### config.mk
export PLATFORM = sky130hd
export DESIGN_NAME = display_scan_ctrl
export DESIGN_NICKNAME = d
export VERILOG_FILES = /design/src/rtl/disp_pkg.sv /design/src/rtl/seg7_decode.sv /design/src/rtl/display_scan_ctrl.sv
export SDC_FILE = /design/constraint.sdc
export NUM_CORES = 1
export LEC_CHECK = 0
export BUFFER_PORTS_ARGS = -buffer_cell sky130_fd_sc_hd__buf_2
export CAP_MARGIN = 10
export CORE_MARGIN = 2
export CORE_UTILIZATION = 40
export CTS_BUF_LIST = sky130_fd_sc_hd__clkbuf_2
export DETAILED_ROUTE_END_ITERATION = 12
export PLACE_DENSITY_LB_ADDON = 0.3
export RECOVER_POWER = 100
export SETUP_SLACK_MARGIN = 0.1
export SLEW_MARGIN = 20
export SYNTH_ARGS = -nofsm -noshare
export SYNTH_HDL_FRONTEND = slang
export SYNTH_SLANG_ARGS = --single-unit
### constraint.sdc
create_clock -name clk -period 5.2 [get_ports clk]
set_input_delay 0 -clock clk [delete_from_list [all_inputs] [get_ports clk]]
set_output_delay 0 -clock clk [all_outputs]
set_load 0.02 [all_outputs]
### src/rtl/disp_pkg.sv
// Shared definitions for the seven-segment scan controller: digit count,
// active-low segment patterns, scan-phase encoding and the leading-digit helper.
package disp_pkg;

  localparam int NUM_DIGITS = 8;

  typedef enum logic {
    BLANK = 1'b0,
    DRIVE = 1'b1
  } scan_state_e;

  // {a,b,c,d,e,f,g}, 0 = segment lit
  localparam logic [6:0] SEG7_TABLE [0:15] = '{
    7'b0000001, 7'b1001111, 7'b0010010, 7'b0000110,
    7'b1001100, 7'b0100100, 7'b0100000, 7'b0001111,
    7'b0000000, 7'b0000100, 7'b0001000, 7'b1100000,
    7'b0110001, 7'b1000010, 7'b0110000, 7'b0111000
  };

  // Index of the most significant nonzero nibble; 0 when the whole word is zero.
  function automatic logic [2:0] top_nonzero(input logic [31:0] v);
    logic [2:0] k;
    k = 3'd0;
    for (int i = 0; i < NUM_DIGITS; i++) begin
      k = (v[4*i +: 4] != 4'h0) ? 3'(i) : k;
    end
    return k;
  endfunction

endpackage

### src/rtl/seg7_decode.sv
// Hex nibble to active-low {a..g} pattern, purely combinational.
module seg7_decode
  import disp_pkg::*;
(
  input  logic [3:0] i_nibble,
  output logic [6:0] o_seg
);

  // Table lookup into the shared pattern ROM
  always_comb begin
    o_seg = SEG7_TABLE[i_nibble];
  end

endmodule

### src/rtl/display_scan_ctrl.sv
// Time-multiplexed scan of an 8-digit common-anode display: each digit slot is a
// blanking phase then a drive phase, fed from a frame snapshot latched once per scan.
module display_scan_ctrl
  import disp_pkg::*;
#(
  parameter int REFRESH_DIV  = 100000,
  parameter int BLANK_CYCLES = 1000
) (
  input  logic        clk,
  input  logic        reset,
  input  logic [31:0] value,
  input  logic [7:0]  digit_en,
  input  logic [7:0]  dp_in,
  input  logic        lz_suppress,
  output logic [7:0]  anode,
  output logic        a,
  output logic        b,
  output logic        c,
  output logic        d,
  output logic        e,
  output logic        f,
  output logic        g,
  output logic        dp,
  output logic        frame_tick
);

  localparam int CW = (REFRESH_DIV > 1) ? $clog2(REFRESH_DIV) : 1;
  localparam logic [CW-1:0] SLOT_LAST  = CW'(REFRESH_DIV - 1);
  localparam logic [CW-1:0] BLANK_LAST = CW'(BLANK_CYCLES - 1);
  localparam logic [2:0]    IDX_LAST   = 3'(NUM_DIGITS - 1);

  logic [CW-1:0] r_cnt;
  logic [2:0]    r_idx;
  scan_state_e   r_state;

  logic [31:0]   r_frm_value;
  logic [7:0]    r_frm_en;
  logic [7:0]    r_frm_dp;
  logic          r_frm_lz;

  logic [7:0]    r_anode;
  logic [6:0]    r_seg;
  logic          r_dp;
  logic          r_frame_tick;

  logic          w_slot_end;
  logic          w_frame_start;
  logic [3:0]    w_nibble;
  logic [6:0]    w_seg;
  logic [2:0]    w_top;
  logic          w_suppressed;
  logic          w_lit;

  assign w_slot_end    = (r_cnt == SLOT_LAST);
  // First cycle of digit 0's blanking phase opens a new frame
  assign w_frame_start = (r_state == BLANK) && (r_cnt == {CW{1'b0}}) && (r_idx == 3'd0);

  assign w_nibble     = r_frm_value[{r_idx, 2'b00} +: 4];
  assign w_top        = top_nonzero(r_frm_value);
  assign w_suppressed = r_frm_lz && (r_idx > w_top);
  assign w_lit        = (r_state == DRIVE) && r_frm_en[r_idx] && !w_suppressed;

  seg7_decode u_seg7_decode (
    .i_nibble (w_nibble),
    .o_seg    (w_seg)
  );

  // Slot counter and digit index
  always_ff @(posedge clk or posedge reset) begin
    if (reset) begin
      r_cnt <= {CW{1'b0}};
      r_idx <= 3'd0;
    end else if (w_slot_end) begin
      r_cnt <= {CW{1'b0}};
      r_idx <= (r_idx == IDX_LAST) ? 3'd0 : r_idx + 3'd1;
    end else begin
      r_cnt <= r_cnt + CW'(1);
      r_idx <= r_idx;
    end
  end

  // Frame snapshot so a scan never mixes two different input words
  always_ff @(posedge clk or posedge reset) begin
    if (reset) begin
      r_frm_value <= 32'h0000_0000;
      r_frm_en    <= 8'h00;
      r_frm_dp    <= 8'h00;
      r_frm_lz    <= 1'b0;
    end else if (w_frame_start) begin
      r_frm_value <= value;
      r_frm_en    <= digit_en;
      r_frm_dp    <= dp_in;
      r_frm_lz    <= lz_suppress;
    end else begin
      r_frm_value <= r_frm_value;
      r_frm_en    <= r_frm_en;
      r_frm_dp    <= r_frm_dp;
      r_frm_lz    <= r_frm_lz;
    end
  end

  // Scan FSM with registered pin drivers; async reset darkens the pins at once
  always_ff @(posedge clk or posedge reset) begin
    if (reset) begin
      r_state      <= BLANK;
      r_anode      <= 8'hFF;
      r_seg        <= 7'h7F;
      r_dp         <= 1'b1;
      r_frame_tick <= 1'b0;
    end else begin
      case (r_state)
        BLANK: begin
          if (r_cnt == BLANK_LAST) begin
            r_state <= DRIVE;
          end else begin
            r_state <= BLANK;
          end
        end
        DRIVE: begin
          if (w_slot_end) begin
            r_state <= BLANK;
          end else begin
            r_state <= DRIVE;
          end
        end
        default: r_state <= BLANK;
      endcase

      r_frame_tick <= w_frame_start;

      if (w_lit) begin
        r_anode <= ~(8'h01 << r_idx);
        r_seg   <= w_seg;
        r_dp    <= ~r_frm_dp[r_idx];
      end else begin
        r_anode <= 8'hFF;
        r_seg   <= 7'h7F;
        r_dp    <= 1'b1;
      end
    end
  end

  assign anode      = r_anode;
  assign a          = r_seg[6];
  assign b          = r_seg[5];
  assign c          = r_seg[4];
  assign d          = r_seg[3];
  assign e          = r_seg[2];
  assign f          = r_seg[1];
  assign g          = r_seg[0];
  assign dp         = r_dp;
  assign frame_tick = r_frame_tick;

endmodule

==> results of run 1 <==
## metrics by stage
| stage | std cells | setup WS, ns | hold WS, ns |
|---|---|---|---|
| 3_5_place_dp | 528 | 2.18 | 0.220 |
| 4_1_cts | 594 | 2.15 | 0.149 |
| 5_1_grt | 594 | 1.39 | 0.157 |
| 6_report | 594 | 1.72 | 0.204 |
| 2_1_floorplan | 335 | 2.59 | 0.135 |
| 3_3_place_gp | 528 | 1.82 | 0.216 |
## cell families after synthesis
kind of cell             share of synthesized area [%]
AO/OA/AOI/OAI                                     4.35
XOR/XNOR                                          2.92
adder cells (fa/ha/maj)                           5.07
buffers and inverters                             2.95
flip-flops                                        52.3
multiplexers                                      20.5
AND/OR/NAND/NOR                                   11.9
## power by group through the flow
stage	Combinational (mW)	Clock, mW	Sequential [mW]
final	0.106	0.329	0.711
after global routing	0.118	0.372	0.715
after floorplan	0.0481	0	0.717
after detailed placement	0.0776	0	0.723
after CTS	0.107	0.342	0.712
after global placement	0.0758	0	0.722
## critical path: cells and delay by family, from the launching register on
family	cells	cell delay [ns]
AOI/OAI and AO/OA	5	1.73
DFF	1	0.43
adders and majority gates	1	0.28
and+or+nand+nor	4	0.92
## cell usage in the layout (no fill, tap or decap), types with 10 or more instances in the layout
cell           Yosys  layout
dlygate4sd3_1      0      50
clkbuf_1           3      17
nand3_1           11      11
nor2_1            18      18
dfrtp_1           71      71
buf_2              3      49
mux4_2            10      10
clkbuf_2           0      13
ha_1              17      17
inv_1             13      12
mux2_1            10      10
nand2_1           26      26
dfstp_2           16      16
mux2_2            43      43
## layout make-up
cell class,instances,area [µm²]
clock inverters,5,48.8
inverters,13,50.0
well taps,136,170
clock buffers,11,55.1
repair buffers,119,831
multi-input cells,223,1870
fillers,943,5050
flip-flops and latches,87,2200
## sequential cells by signal, summed over array words and instances, names as in the netlist
register	count
r_frm_en	8
dp	1
r_cnt	17
frame_tick	1
r_idx	3
r_state	1
r_seg	7
r_frm_dp	8
r_frm_lz	1
anode	8
r_frm_value	32
## worst max-delay path by stage
stage,startpoint,end,depth (start not counted)
2_1_floorplan,r_frm_value[20],r_seg[0],11
3_3_place_gp,r_frm_value[20],r_seg[4],10
3_5_place_dp,r_idx[0],r_seg[2],7
4_1_cts,r_idx[0],r_seg[2],7
5_1_grt,r_frm_value[20],r_seg[4],10
6_report,r_frm_value[20],r_seg[0],10
## per-layer routing
| metal | part of all wire (%) | GRT usage (%) | wire [µm] | vias to the layer above |
|---|---|---|---|---|
| met1 | 47 | 23.4 | 4130 | 1487 |
| met3 | 4.6 | 3.74 | 409 | 6 |
| met5 | 0 | 0 | 0 | - |
| met4 | 0.96 | 5.75 | 85 | 0 |
| met2 | 48 | 27.2 | 4200 | 77 |
| li1 | - | - | - | 1443 |
## what timing repair did
| item | 4_1_cts | 5_1_grt |
|---|---|---|
| hold buffers | 50 | 0 |
| endpoints found under the hold margin | 120 | 0 |
| endpoints found under the setup margin | 0 | 0 |
| buffers inserted | 0 | 0 |
==> flow_summary.ini, run 1 <==
[outcome]
status = complete, no violations

[synthesis]
synth_top_area_share_pct = 42.3
synth-seq-cells = 87
yosys_warnings = 0
synth.top_cells.by_count = dfrtp_1 (71), mux2_2 (43), nand2_1 (26)
synth_edf_count = 0
yosysMostFrequentCell = dfrtp_1
synthFlopType = dfrtp_1
synth_cells = 335
seq_area_frac_synth_pct = 52.3
synth_cell_types = 42
synth_area_leaders = dfrtp_1 (42%), mux2_2 (12%), dfstp_2 (10%), mux4_2 (5.4%), ha_1 (5.1%)
synth_top_cell_by_area = dfrtp_1
synth_area_um2 = 4200
syn_area_per_cell_um2 = 12.5
async_flop_share_pct = 100
synthesis.nets = 403

[cts]
clk_latency_ns = 0.53
cts_buffers = 9
cts_max_path_buffers = 2
clock-root-buffer = clkbuf_2
cts_num_sinks = 87
clk_pin_slew_worst_paths_ns = 0.21
tritoncts = done
cts-resized-gates = 0
ctsHtreeMaxLevel = 3

[sta]
worst_pin_slew_ns = 1.29
max-slew-margin-rel_pct = 13.8
fin_skew_ns = 0.0122
hold_viol_final = 0
finalSetupTns_ns = 0
period_share_pct = 66.9
timing.fmax_mhz = 288
finalCriticalPeriod_ns = 3.48
setup_viol = 0
grt_setup_unrepaired = false
maxSlewViolCount = 0

[power_and_ir_drop]
finalPower_mw = 1.15
p_int_mw = 0.872
p_sw_share_pct = 23.9
p_clk_share_pct = 28.7
ir_drop_uv = 116
power_frac_comb_pct = 9.3
netSwitchingPower_mw = 0.274
seqPwrFrac_pct = 62.0
power_density_nw_per_um2 = 219
leakage_nw = 2.20

[global_route]
grt_pass1_wl_um = 15300
grt.total_usage_pct = 17.1
antenna_found_initial = 0
grt_max_degree = 88
grt_remaining_overflow = 0
grt_pass1_vias = 3167

[setup_path]
cp.arrival_ns = 3.90
reg2reg_slack_ns = 1.72
crit_slowest_cell = a211oi_1
cp_cell_sequence = or4_1 > nand2b_1 > a21oi_1 > nor2_1 > ha_1 > nor2b_1 > o21ai_0 > a21oi_1 > a211oi_1 > o221ai_1
crit_type = reg2reg
cp_data_required_time_ns = 5.62
critPathLaunchType = flop
end_kind = flop
rr_worst_depth = 10
r2r-end = r_seg[0]
crit_top_cell = a21oi_1
r2r_start = r_frm_value[20]
cpPeakStageDelay_ns = 1.04
cp_max_fo = 11

[finish]
syn_to_final_growth_pct = 24.5
drive_gt1_share_pct = 29.9
final_core_util_pct = 50.9
n_antenna_cell = 0
fin_nets = 521
design_area_um2 = 5230

[floorplan]
rows = 37
die_h_um = 106
top_level_ports = 68
dieArea_um2 = 11300
fp.dieW_um = 106
core_um2 = 10300
start_util_pct = 40.9

[place]
dpl_cell_area_um2 = 4650
io_buffers = 67
gp_congestion = 0.790
post-dp-hpwl_um = 6030

[routing]
drt-initial-drc-count = 216
drt_first_pass_iters = 4
wire_per_inst_um = 14.9
ant_nets = 0
drc = 0
drt-total-wl_um = 8830
avgViaCountPerCell = 5.07
vias = 3013

[flow_run]
drv_cap = 0

[hold_path]
holdCritPathClass = in2async
Power figures use the tool's default switching activity.
==> inputs of run 2 (changes only) <==
==> constraint.sdc (replaced) <==
create_clock -name clk -period 3.2 [get_ports clk]
set_input_delay 0 -clock clk [delete_from_list [all_inputs] [get_ports clk]]
set_output_delay 0 -clock clk [all_outputs]
set_load 0.02 [all_outputs]
==> run 2 against run 1 <==
Against the previous run:
- the flow now finishes with violations (max-capacitance violations, max-slew violations)
- die area unchanged
- critical path depth decreased by 5
- total power rose by 69%
- clock-buffer cell count fell by 2
- non-clock buffer count grew 6
- sequential cell count unchanged
- sequential share of layout area fell by 0.43 points
- clock skew up 0.012 ns
- critical endpoint is now r_frm_lz
- highest routed layer unchanged
==> flow_summary.ini, run 2 (synthesis results as in run 1) <==
[sta]
period_share_pct = 90.5
maxSlewViolCount = 43
timing.fmax_mhz = 345
grt_setup_unrepaired = false
worst_pin_slew_ns = 1.88
setup_viol = 0
fin_skew_ns = 0.0239
fin_hold_ws_ns = 0.188
finalSetupTns_ns = 0
max-slew-margin-rel_pct = -26.1
finalCriticalPeriod_ns = 2.90
hold_viol_final = 0

[hold_path]
holdCritPathClass = in2reg

[finish]
biggestRegsByFlops = r_frm_value: 32 flops, r_cnt: 17 flops
largest_reg_flops = 32
mostFrequentLayoutCells = dfrtp_1 (71), buf_2 (51), dlygate4sd3_1 (50)
n_antenna_cell = 0
fin_nets = 527
drive_gt1_share_pct = 30.6
regMostFlops = r_frm_value
syn_to_final_growth_pct = 25.7
final_core_util_pct = 51.4
final_common_cell = dfrtp_1
fillers = 950

[cts]
cts_max_path_buffers = 2
tritoncts = done
clk_pin_slew_worst_paths_ns = 0.26
cts_buffers = 9
clk_latency_ns = 0.54
clock-root-buffer = clkbuf_2
cts_num_sinks = 87
post_cts_buffers = 0
ctsHtreeMaxLevel = 3

[power_and_ir_drop]
leakage_nw = 2.23
ir_drop_uv = 200
power_density_nw_per_um2 = 366

[floorplan]
dieArea_um2 = 11300
core_um2 = 10300
fp.dieW_um = 106
top_level_ports = 68
start_util_pct = 40.9
die_h_um = 106
rows = 37

[routing]
ant_nets = 0
drc = 0
drt_first_pass_iters = 4
vias = 3076
wire_per_inst_um = 15.6
avgViaCountPerCell = 5.13
drt-total-wl_um = 9390
drt-initial-drc-count = 99

[setup_path]
end_kind = flop
crit_type = reg2reg
critPathLaunchType = flop
cp.arrival_ns = 3.34
cp_data_required_time_ns = 3.64
cp_max_fo = 49

[global_route]
grt.total_usage_pct = 17.8
grt_max_degree = 50
grt_pass1_wl_um = 15800
grt_pass1_vias = 3254
antenna_found_initial = 0
grt_remaining_overflow = 0

[outcome]
status = finished, violations left
failed_checks = max-capacitance violations, max-slew violations

[flow_run]
drv_cap = 1

[place]
gp_congestion = 0.810
io_buffers = 67
post-dp-hpwl_um = 6430
## run 2: changes by cell type in the layout (fill, tap and decap cells not counted), moves of 2 or more
cell and change:
clkbuf_2 -4, buf_4 +4, clkinv_1 -2, inv_6 +2, clkbuf_1 +2, buf_2 +2
## run 2: routing by layer
layer  vias up  share of wire, %  GRT usage, %
met5         -                 0             0
met3        10               4.5          4.72
met2        78                49          29.9
met1      1532                45          22.7
li1       1456                 -             -
met4         0               1.3          5.47
## run 2: cell type report
class | count | area, µm² | share of cell area [%]
multi-input cells | 223 | 1870 | 35.5
clock inverters | 7 | 78.8 | 1.49
flip-flops and latches | 87 | 2200 | 41.6
repair buffers | 125 | 865 | 16.4
well taps | 136 | 170 | 3.22
inverters | 13 | 50.0 | 0.948
clock buffers | 9 | 45.0 | 0.853
## run 2: final timing paths
kind / depth (start not counted) / end / slack (ns) / start
max: 5 / r_frm_lz / 0.30 / r_cnt[12]
min: 3 / r_frm_value[24] / 0.19 / value[24]
max reg2reg: 5 / r_frm_lz / 0.30 / r_cnt[12]
min reg2reg: 1 / r_cnt[11] / 0.52 / r_cnt[11]
max in group asynchronous: 4 / r_cnt[1] / 0.94 / reset
min in group asynchronous: 3 / r_frm_value[24] / 0.43 / reset
## run 2: metrics by stage
step           cell area [µm²]  total power [mW]  cells  setup WS, ns
2_1_floorplan             4200              1.24    335         0.592
3_3_place_gp              4700              1.30    534         0.666
3_5_place_dp              4700              1.30    534         0.518
4_1_cts                   5330              1.95    600         0.496
5_1_grt                   5280              2.03    600         0.177
6_report                  5280              1.93    600         0.303
## run 2: critical path: stages (launching register included)
cell and delay (ns):
dfrtp_1 0.49, or4_1 0.57, or4_1 0.53, nor3_4 0.19, clkbuf_4 0.58, mux2_2 0.41
## run 2: what timing repair did
item                                   CTS  global route
resized for setup                        0             0
hold buffers                            50             0
endpoints found under the hold margin   89             0
## run 2: where the power goes
part / internal [mW] / switching (mW)
Sequential: 1.13 / 0.0223
Combinational: 0.105 / 0.0706
Clock: 0.191 / 0.410
==> inputs of run 3 (changes only) <==
--- a/config.mk
+++ b/config.mk
@@ -11,7 +11,7 @@
 export CORE_UTILIZATION = 40
 export CTS_BUF_LIST = sky130_fd_sc_hd__clkbuf_2
 export DETAILED_ROUTE_END_ITERATION = 12
-export PLACE_DENSITY_LB_ADDON = 0.3
+export PLACE_DENSITY = 0.64
 export RECOVER_POWER = 100
 export SETUP_SLACK_MARGIN = 0.1
 export SLEW_MARGIN = 20
==> run 3 against run 2 <==
Against the previous run:
- the flow still finishes with violations (max-capacitance violations, max-slew violations)
- via count is 1.6% lower
- design area is 0.14% lower
- non-clock buffer count stayed put
- highest routed layer unchanged
==> flow_summary.ini, run 3 (synthesis results as in run 1) <==
[global_route]
grt.total_usage_pct = 16.7
grt_max_degree = 50
antenna_found_initial = 0
grt_pass1_vias = 3086
grt_pass1_wl_um = 15000
grt_remaining_overflow = 0

[sta]
setup_viol = 0
fin_skew_ns = 0.0393
timing.fmax_mhz = 344
grt_setup_unrepaired = false
max-slew-margin-rel_pct = -23.1
maxSlewViolCount = 44
worst_pin_slew_ns = 1.84
period_share_pct = 90.8
hold_viol_final = 0
finalCriticalPeriod_ns = 2.91
finalSetupTns_ns = 0

[floorplan]
fp.dieW_um = 106
start_util_pct = 40.9
dieArea_um2 = 11300
rows = 37
top_level_ports = 68
die_h_um = 106
core_um2 = 10300

[finish]
final_common_cell = dfrtp_1
n_antenna_cell = 0
design_area_um2 = 5270
syn_to_final_growth_pct = 25.6
fillers = 938
largest_reg_flops = 32
fin_nets = 527
regMostFlops = r_frm_value
biggestRegsByFlops = r_frm_value: 32 flops, r_cnt: 17 flops
drive_gt1_share_pct = 30.4
mostFrequentLayoutCells = dfrtp_1 (71), buf_2 (51), dlygate4sd3_1 (50)
final_core_util_pct = 51.3
stdcell_count = 600

[cts]
clk_pin_slew_worst_paths_ns = 0.26
tritoncts = done
cts-resized-gates = 0
ctsHtreeMaxLevel = 3
clock-root-buffer = clkbuf_2
post_cts_buffers = 0
cts_num_sinks = 87
cts_max_path_buffers = 2
cts_buffers = 9
clk_latency_ns = 0.54
cts_hold_buffers = 50

[routing]
vias = 3027
drc = 0
drt_first_pass_iters = 4
ant_nets = 0
drt-total-wl_um = 8880
wire_per_inst_um = 14.8
avgViaCountPerCell = 5.05
drt-initial-drc-count = 89

[hold_path]
worst_hold_path.endpoint = r_frm_value[24]
hold_start = value[24]
min_path_cells = 3
holdCritPathClass = in2reg

[setup_path]
cp_max_fo = 49
crit_buf_inv = 1
cp_data_required_time_ns = 3.65
cpPeakStageDelay_ns = 0.59
cp_cell_sequence = or4_1 > or4_1 > nor3_4 > clkbuf_4 > mux2_2
crit_top_cell = or4_1
end_kind = flop
r2r_start = r_cnt[12]
critPathLaunchType = flop
critical-path-top-delay-family = simple AND/OR/NAND/NOR gates
crit_slowest_cell = clkbuf_4
rr_worst_depth = 5
r2r-end = r_frm_value[14]
cp.arrival_ns = 3.35
crit_type = reg2reg
reg2reg_slack_ns = 0.29

[power_and_ir_drop]
ir_drop_uv = 247
power_density_nw_per_um2 = 361
leakage_nw = 2.22

[place]
dpl_cell_area_um2 = 4700
post-dp-hpwl_um = 6330
placed_cells = 534
gp_congestion = 0.860
io_buffers = 67

[outcome]
status = finished, violations left
failed_checks = max-capacitance violations, max-slew violations

[flow_run]
drv_cap = 1
==> run 3: changes by cell type in the layout (fill, tap and decap cells not counted), sizes merged <==
cell / delta
clkinv: +2
inv: -2
==> run 3: through the flow <==
stage               hold slack [ns]  total power, mW  setup slack (ns)
floorplan                     0.135             1.24             0.592
global placement              0.139             1.30             0.662
detailed placement            0.147             1.30             0.550
CTS                          0.0586             1.92             0.510
global route                  0.179             1.99             0.182
finish                        0.199             1.90             0.294
==> run 3: layer usage <==
metal | part of all wire (%) | track usage, % | up-vias
met4 | 1.6 | 5.84 | 0
met5 | 0 | 0 | -
met3 | 4.6 | 2.94 | 13
met1 | 48 | 23.4 | 1491
li1 | - | - | 1449
met2 | 46 | 26.2 | 74
==> run 3: worst max path at each step <==
| stage | startpoint | cells past startpoint | slack, ns | to |
|---|---|---|---|---|
| floorplan | r_frm_value[20] | 11 | 0.59 | r_seg[0] |
| global placement | r_frm_value[20] | 11 | 0.66 | r_seg[0] |
| detailed placement | r_frm_value[20] | 11 | 0.55 | r_seg[0] |
| CTS | r_frm_value[21] | 11 | 0.51 | r_seg[0] |
| global route | r_cnt[12] | 5 | 0.18 | r_frm_value[14] |
| finish | r_cnt[12] | 5 | 0.29 | r_frm_value[14] |
==> run 3: worst register-to-register path, delay by kind of cell, from the launching register on <==
| kind | cells | cell delay [ns] |
|---|---|---|
| DFF | 1 | 0.48 |
| and+or+nand+nor | 3 | 1.27 |
| buffers and inverters | 1 | 0.59 |
| muxes | 1 | 0.47 |
==> run 3: layout make-up <==
cell class | count | area (µm²) | share of cell area [%]
Clock buffer | 9 | 45.0 | 0.854
Clock inverter | 7 | 71.3 | 1.35
Inverter | 13 | 50.0 | 0.949
Multi-Input combinational cell | 223 | 1870 | 35.5
Sequential cell | 87 | 2200 | 41.7
Tap cell | 136 | 170 | 3.23
Timing Repair Buffer | 125 | 865 | 16.4
==> run 3: power by group <==
group          internal (mW)  total, mW  switching (mW)
clock                  0.181      0.572           0.391
sequential              1.13       1.16          0.0220
combinational          0.105      0.173          0.0682
